===== src/rtl/instr_enc_pkg.sv =====
// rtl/instr_enc_pkg.sv - RV32I opcode constants, encoder request class and field bundle
package instr_enc_pkg;

    localparam logic [6:0] OP_RTYPE  = 7'b0110011;
    localparam logic [6:0] OP_LOAD   = 7'b0000011;
    localparam logic [6:0] OP_STORE  = 7'b0100011;
    localparam logic [6:0] OP_BRANCH = 7'b1100011;

    typedef enum logic [1:0] {
        CLS_R      = 2'b00,
        CLS_LOAD   = 2'b01,
        CLS_STORE  = 2'b10,
        CLS_BRANCH = 2'b11
    } enc_class_e;

    typedef struct packed {
        enc_class_e  cls;
        logic [4:0]  rd;
        logic [4:0]  rs1;
        logic [4:0]  rs2;
        logic [2:0]  funct3;
        logic [6:0]  funct7;
        logic [12:0] imm;
    } enc_fields_t;

    // LOAD/STORE immediates must fit 12 signed bits; branch offsets must be even.
    function automatic logic imm_bad(enc_fields_t f);
        logic bad;
        bad = 1'b0;
        if (f.cls == CLS_LOAD || f.cls == CLS_STORE)
            bad = f.imm[12] != f.imm[11];
        else if (f.cls == CLS_BRANCH)
            bad = f.imm[0];
        return bad;
    endfunction

endpackage


===== src/rtl/instr_enc_fmt.sv =====
// rtl/instr_enc_fmt.sv - combinational field-to-word formatter for R/LOAD/STORE/BRANCH
module instr_enc_fmt
    import instr_enc_pkg::*;
(
    input  enc_fields_t fields_i,
    output logic [31:0] instr_o
);

    // Branch offsets are implicitly even, so imm[0] never reaches the word.
    logic unused_imm0;
    assign unused_imm0 = fields_i.imm[0];

    always_comb begin
        instr_o = '0;
        case (fields_i.cls)
            CLS_R:
                instr_o = {fields_i.funct7, fields_i.rs2, fields_i.rs1,
                           fields_i.funct3, fields_i.rd, OP_RTYPE};
            CLS_LOAD:
                instr_o = {fields_i.imm[11:0], fields_i.rs1,
                           fields_i.funct3, fields_i.rd, OP_LOAD};
            CLS_STORE:
                instr_o = {fields_i.imm[11:5], fields_i.rs2, fields_i.rs1,
                           fields_i.funct3, fields_i.imm[4:0], OP_STORE};
            CLS_BRANCH:
                instr_o = {fields_i.imm[12], fields_i.imm[10:5], fields_i.rs2,
                           fields_i.rs1, fields_i.funct3, fields_i.imm[4:1],
                           fields_i.imm[11], OP_BRANCH};
        endcase
    end

endmodule


===== src/rtl/instr_encoder.sv =====
// rtl/instr_encoder.sv - RV32I word encoder with output FIFO and address/word counters
// Optional immediate range check enabled by defining ENC_IMM_CHECK_EN.
module instr_encoder
    import instr_enc_pkg::*;
#(
    parameter int ADDR_W     = 10,
    parameter int BASE_ADDR  = 0,
    parameter int FIFO_DEPTH = 2
) (
    input  logic              clk,
    input  logic              rst,
    input  logic              in_valid,
    output logic              in_ready,
    input  logic [1:0]        in_class,
    input  logic [4:0]        in_rd,
    input  logic [4:0]        in_rs1,
    input  logic [4:0]        in_rs2,
    input  logic [2:0]        in_funct3,
    input  logic [6:0]        in_funct7,
    input  logic [12:0]       in_imm,
    output logic              out_valid,
    input  logic              out_ready,
    output logic [31:0]       out_instr,
    output logic [ADDR_W-1:0] out_addr,
    output logic [15:0]       word_cnt,
    output logic              imm_err
);

    localparam int         AW      = (FIFO_DEPTH > 1) ? $clog2(FIFO_DEPTH) : 1;
    localparam logic [AW:0] DEPTH_C = (AW + 1)'(FIFO_DEPTH);

    enc_fields_t       fields;
    logic [31:0]       word;
    logic              push, pop, full;
    logic [31:0]       mem_q [FIFO_DEPTH];
    logic [AW-1:0]     wr_ptr_q, wr_ptr_d, rd_ptr_q, rd_ptr_d;
    logic [AW:0]       count_q, count_d;
    logic [ADDR_W-1:0] addr_q, addr_d;
    logic [15:0]       cnt_q, cnt_d;

    assign fields = '{cls: enc_class_e'(in_class), rd: in_rd, rs1: in_rs1, rs2: in_rs2,
                      funct3: in_funct3, funct7: in_funct7, imm: in_imm};

    instr_enc_fmt u_fmt (
        .fields_i (fields),
        .instr_o  (word)
    );

    // A full FIFO still accepts when the head leaves in the same cycle.
    assign full      = (count_q == DEPTH_C);
    assign out_valid = (count_q != '0);
    assign in_ready  = !full || out_ready;
    assign push      = in_valid && in_ready;
    assign pop       = out_valid && out_ready;
    assign out_instr = out_valid ? mem_q[rd_ptr_q] : '0;
    assign out_addr  = addr_q;
    assign word_cnt  = cnt_q;

    always_comb begin
        wr_ptr_d = wr_ptr_q;
        rd_ptr_d = rd_ptr_q;
        count_d  = count_q;
        addr_d   = addr_q;
        cnt_d    = cnt_q;
        if (push)
            wr_ptr_d = wr_ptr_q + AW'(1);
        if (pop) begin
            rd_ptr_d = rd_ptr_q + AW'(1);
            addr_d   = addr_q + ADDR_W'(4);
            cnt_d    = (cnt_q == 16'hFFFF) ? cnt_q : cnt_q + 16'd1;
        end
        case ({push, pop})
            2'b10:   count_d = count_q + 1'b1;
            2'b01:   count_d = count_q - 1'b1;
            default: count_d = count_q;
        endcase
    end

    always_ff @(posedge clk or posedge rst) begin
        if (rst) begin
            wr_ptr_q <= '0;
            rd_ptr_q <= '0;
            count_q  <= '0;
            addr_q   <= ADDR_W'(BASE_ADDR);
            cnt_q    <= '0;
            for (int i = 0; i < FIFO_DEPTH; i++)
                mem_q[i] <= '0;
        end else begin
            wr_ptr_q <= wr_ptr_d;
            rd_ptr_q <= rd_ptr_d;
            count_q  <= count_d;
            addr_q   <= addr_d;
            cnt_q    <= cnt_d;
            if (push)
                mem_q[wr_ptr_q] <= word;
        end
    end

`ifdef ENC_IMM_CHECK_EN
    logic err_q, err_d;

    assign err_d   = err_q || (push && imm_bad(fields));
    assign imm_err = err_q;

    always_ff @(posedge clk or posedge rst) begin
        if (rst)
            err_q <= 1'b0;
        else
            err_q <= err_d;
    end
`else
    assign imm_err = 1'b0;
`endif

endmodule


===== config.mk =====
export PLATFORM = sky130hd
export DESIGN_NAME = instr_encoder
export DESIGN_NICKNAME = d
export VERILOG_FILES = /design/src/rtl/instr_enc_pkg.sv /design/src/rtl/instr_enc_fmt.sv /design/src/rtl/instr_encoder.sv
export SDC_FILE = /design/constraint.sdc
export NUM_CORES = 1
export LEC_CHECK = 0
export ABC_AREA = 1
export BUFFER_PORTS_ARGS = -buffer_cell sky130_fd_sc_hd__buf_2
export CORE_MARGIN = 3
export CORE_UTILIZATION = 35
export DETAILED_ROUTE_END_ITERATION = 6
export RECOVER_POWER = 50
export REMOVE_ABC_BUFFERS = 1
export SKIP_LAST_GASP = 1
export SYNTH_ARGS = -nofsm -noshare
export SYNTH_HDL_FRONTEND = slang
export SYNTH_SLANG_ARGS = --single-unit

===== constraint.sdc =====
create_clock -name clk -period 3.9 [get_ports clk]
set_input_delay 0.39 -clock clk [delete_from_list [all_inputs] [get_ports clk]]
set_output_delay 0.39 -clock clk [all_outputs]
set_load 0.01 [all_outputs]

==> flow_summary.ini <==
[status]
status = complete, but fails checks
violations = capacitance limit, slew limit

[yosys]
syn_avg_cell_area_sq_um = 8.15
ys.flop_type = dfrtp_1
synth-seq-area-share_pct = 47.2
yosys.area.top_type = dfrtp_1
synth-seq-cells = 86
synth_edf_count = 0
synthDominantCellAreaShare_pct = 47.2
synth.distinct_cells = 30
synth_cells = 560
netlist_top_cells_area = dfrtp_1 (47%), nand2_1 (17%), o21ai_2 (6.5%)
ys_warn_count = 0
syn_area_sq_um = 4560
synthTopCellsByCount = nand2_1 (211), dfrtp_1 (86), inv_1 (44)
synth_most_common_cell = nand2_1
synthArstFlopShare_pct = 100

[drt]
vias = 3783
wl_mm = 10.6
drtIter0Drc = 187
ant_nets = 0
first_pass_iters = 4
wire_per_inst_um = 12.9
drcViolationCount = 0
vias_per_cell = 4.58

[global_route]
globalRoute.busiestLayer = met2
first_global_vias = 3621
use_met1_pct = 19.6
met3_usage_pct = 4.95
grt_max_degree = 61
grt_use_total_pct = 15.4
overflow = 0
antenna_found_initial = 0
grt_pass1_wl_mm = 17.7
use_met2_pct = 25.6

[die]
dieArea_sq_um = 14400
rows = 41
fp.dieW_um = 120
io_pins = 105
die-height_um = 120
start_util_pct = 36.0
fp.coreArea_sq_um = 12700

[clock_tree]
cts-root-buf = clkbuf_16
clk_path_buf_depth = 2
cts_max_level = 3
path_clk_slew_ps = 60
cts_resized = 0
cts_tree = done
cts_setup_buffers = 0
cts_hold_buffers = 0
insertion_delay_ps = 350
clock_sinks = 86
numCtsBuffers = 9

[setup_path]
cpPeakStageDelay_ps = 600
critPathCaptureType = primary output
required_ps = 3510
crit_slowest_cell = inv_1
arrival_ps = 2040
startpoint_type = flip-flop
critPathKind = flip-flop to primary output
path_cells = buf_4 > inv_1 > nand2_1 > a21oi_1 > buf_2
crit_fanout = 37

[sta]
fin_crit_ps = 2430
setup_slack_ps = 1470
period_share_pct = 62.2
finalHoldViolCount = 0
rsz0062_at_grt = no
max_slew_margin_pct = -80.1
final_max_slew_viol_count = 61
tightest_slew_ps = 2690
fmax_ghz = 0.412
fin_skew_ps = 6.31
finalSetupViolations = 0
setup_tns_ps = 0

[cells_and_area]
final-seq-area_sq_um = 2150
area_growth_pct = 16.6
diodes = 0
multi_input_area_sq_um = 2000
final_nets = 696
drive_above_1_share_pct = 21.7
n_fill_cell = 1328

[min_path]
hold_class = input port to flip-flop

[pwr]
peakVddDrop_v = 0.000322
p_per_area_nw_per_um2 = 732
finalPower_w = 0.00389
p_leak_nw = 2.59

[place]
hpwl_mm = 7.40
place_ws_ps = 1780
gp_congestion = 0.847
port_buffers = 99

[run]
max_cap_viol_count = 1
## stage by stage
stage	utilization [%]	cell area (sq um)	hold WS (ps)	instances
floorplan	-	4370	423	537
global placement	40.2	5090	438	810
detailed placement	40.2	5090	446	810
CTS	42.4	5370	295	826
global route	42.0	5320	316	826
finish	42.0	5320	311	826
## worst max-delay path: cells and delay by family (launching register included)
family                 cells  cell delay [ps]
buffers and inverters      3             1020
DFF                        1              360
AOI/OAI and AO/OA          1              200
and+or+nand+nor            1              100
## cells by family (layout without fill, tap and decap cells)
group | after synthesis | count (layout) | share of synthesized area, %
AO/OA/AOI/OAI | 103 | 103 | 14.3
XOR/XNOR | 14 | 14 | 2.69
adder cells (fa/ha/maj) | 3 | 3 | 0.823
buffers and inverters | 76 | 166 | 8.78
flip-flops | 86 | 86 | 47.2
multiplexers | 6 | 6 | 1.32
other | 1 | 5 | 0.0822
AND/OR/NAND/NOR | 271 | 271 | 24.8
## sequential cells by signal, indices dropped and copies added (netlist names)
signal    flops
out_addr      8
word_cnt     16
rd_ptr_q      1
mem_q        58
count_q       2
wr_ptr_q      1
## per-layer routing
metal / up-vias / wire [um]
met4: 0 / 91
met2: 79 / 5220
met1: 1750 / 4700
met5: - / 0
li1: 1947 / -
met3: 7 / 603
## cells in the final DEF, fill, tap and decap left out
cell type	count
nand2_1	212
dfrtp_1	86
buf_2	76
inv_1	43
o21ai_0	34
o21ai_2	34
a21oi_1	30
nor2_1	25
clkbuf_1	24
nand3_1	18
clkbuf_16	9
xnor2_1	7
xor2_1	7
mux2i_1	6
nand4_1	6
conb_1	5
o21ai_1	4
nor2_2	3
ha_1	3
inv_4	2
nor2_8	2
or2_2	2
inv_2	2
inv_6	2
clkinvlp_4	2
buf_4	2
clkinv_1	1
nor2_4	1
nand2_2	1
o21ai_4	1
clkinvlp_2	1
nor3_1	1
clkinv_4	1
clkinv_2	1
## report_power, final
group          total, W  switching, W  internal (W)
Clock          0.000798      0.000362      0.000436
Combinational   0.00161       0.00101      0.000598
Sequential      0.00149      0.000244       0.00125
## cell type report
class,instances,share of cell area [%]
Sequential cell,86,40.5
Multi-Input combinational cell,402,37.7
Timing Repair Buffer,101,9.06
Clock buffer,10,4.30
Tap cell,172,4.05
Inverter,49,3.58
Clock inverter,6,0.870
## final timing paths
| check | startpoint | slack, ps | cells after the start | to |
|---|---|---|---|---|
| max | rd_ptr_q$_DFFE_PP0P_ | 1470 | 5 | out_instr[24] |
| min | in_rs1[2] | 310 | 3 | mem_q[17]$_DFFE_PP0P_ |
| max reg2reg | count_q[0]$_DFFE_PP0P_ | 1540 | 7 | mem_q[27]$_DFFE_PP0P_ |
| min reg2reg | mem_q[1]$_DFFE_PP0P_ | 450 | 2 | mem_q[1]$_DFFE_PP0P_ |
| max in group asynchronous | rst | 1800 | 3 | mem_q[41]$_DFFE_PP0P_ |
| min in group asynchronous | rst | 790 | 2 | count_q[1]$_DFFE_PP0P_ |
Note: power is estimated with default switching activity, not from simulation.
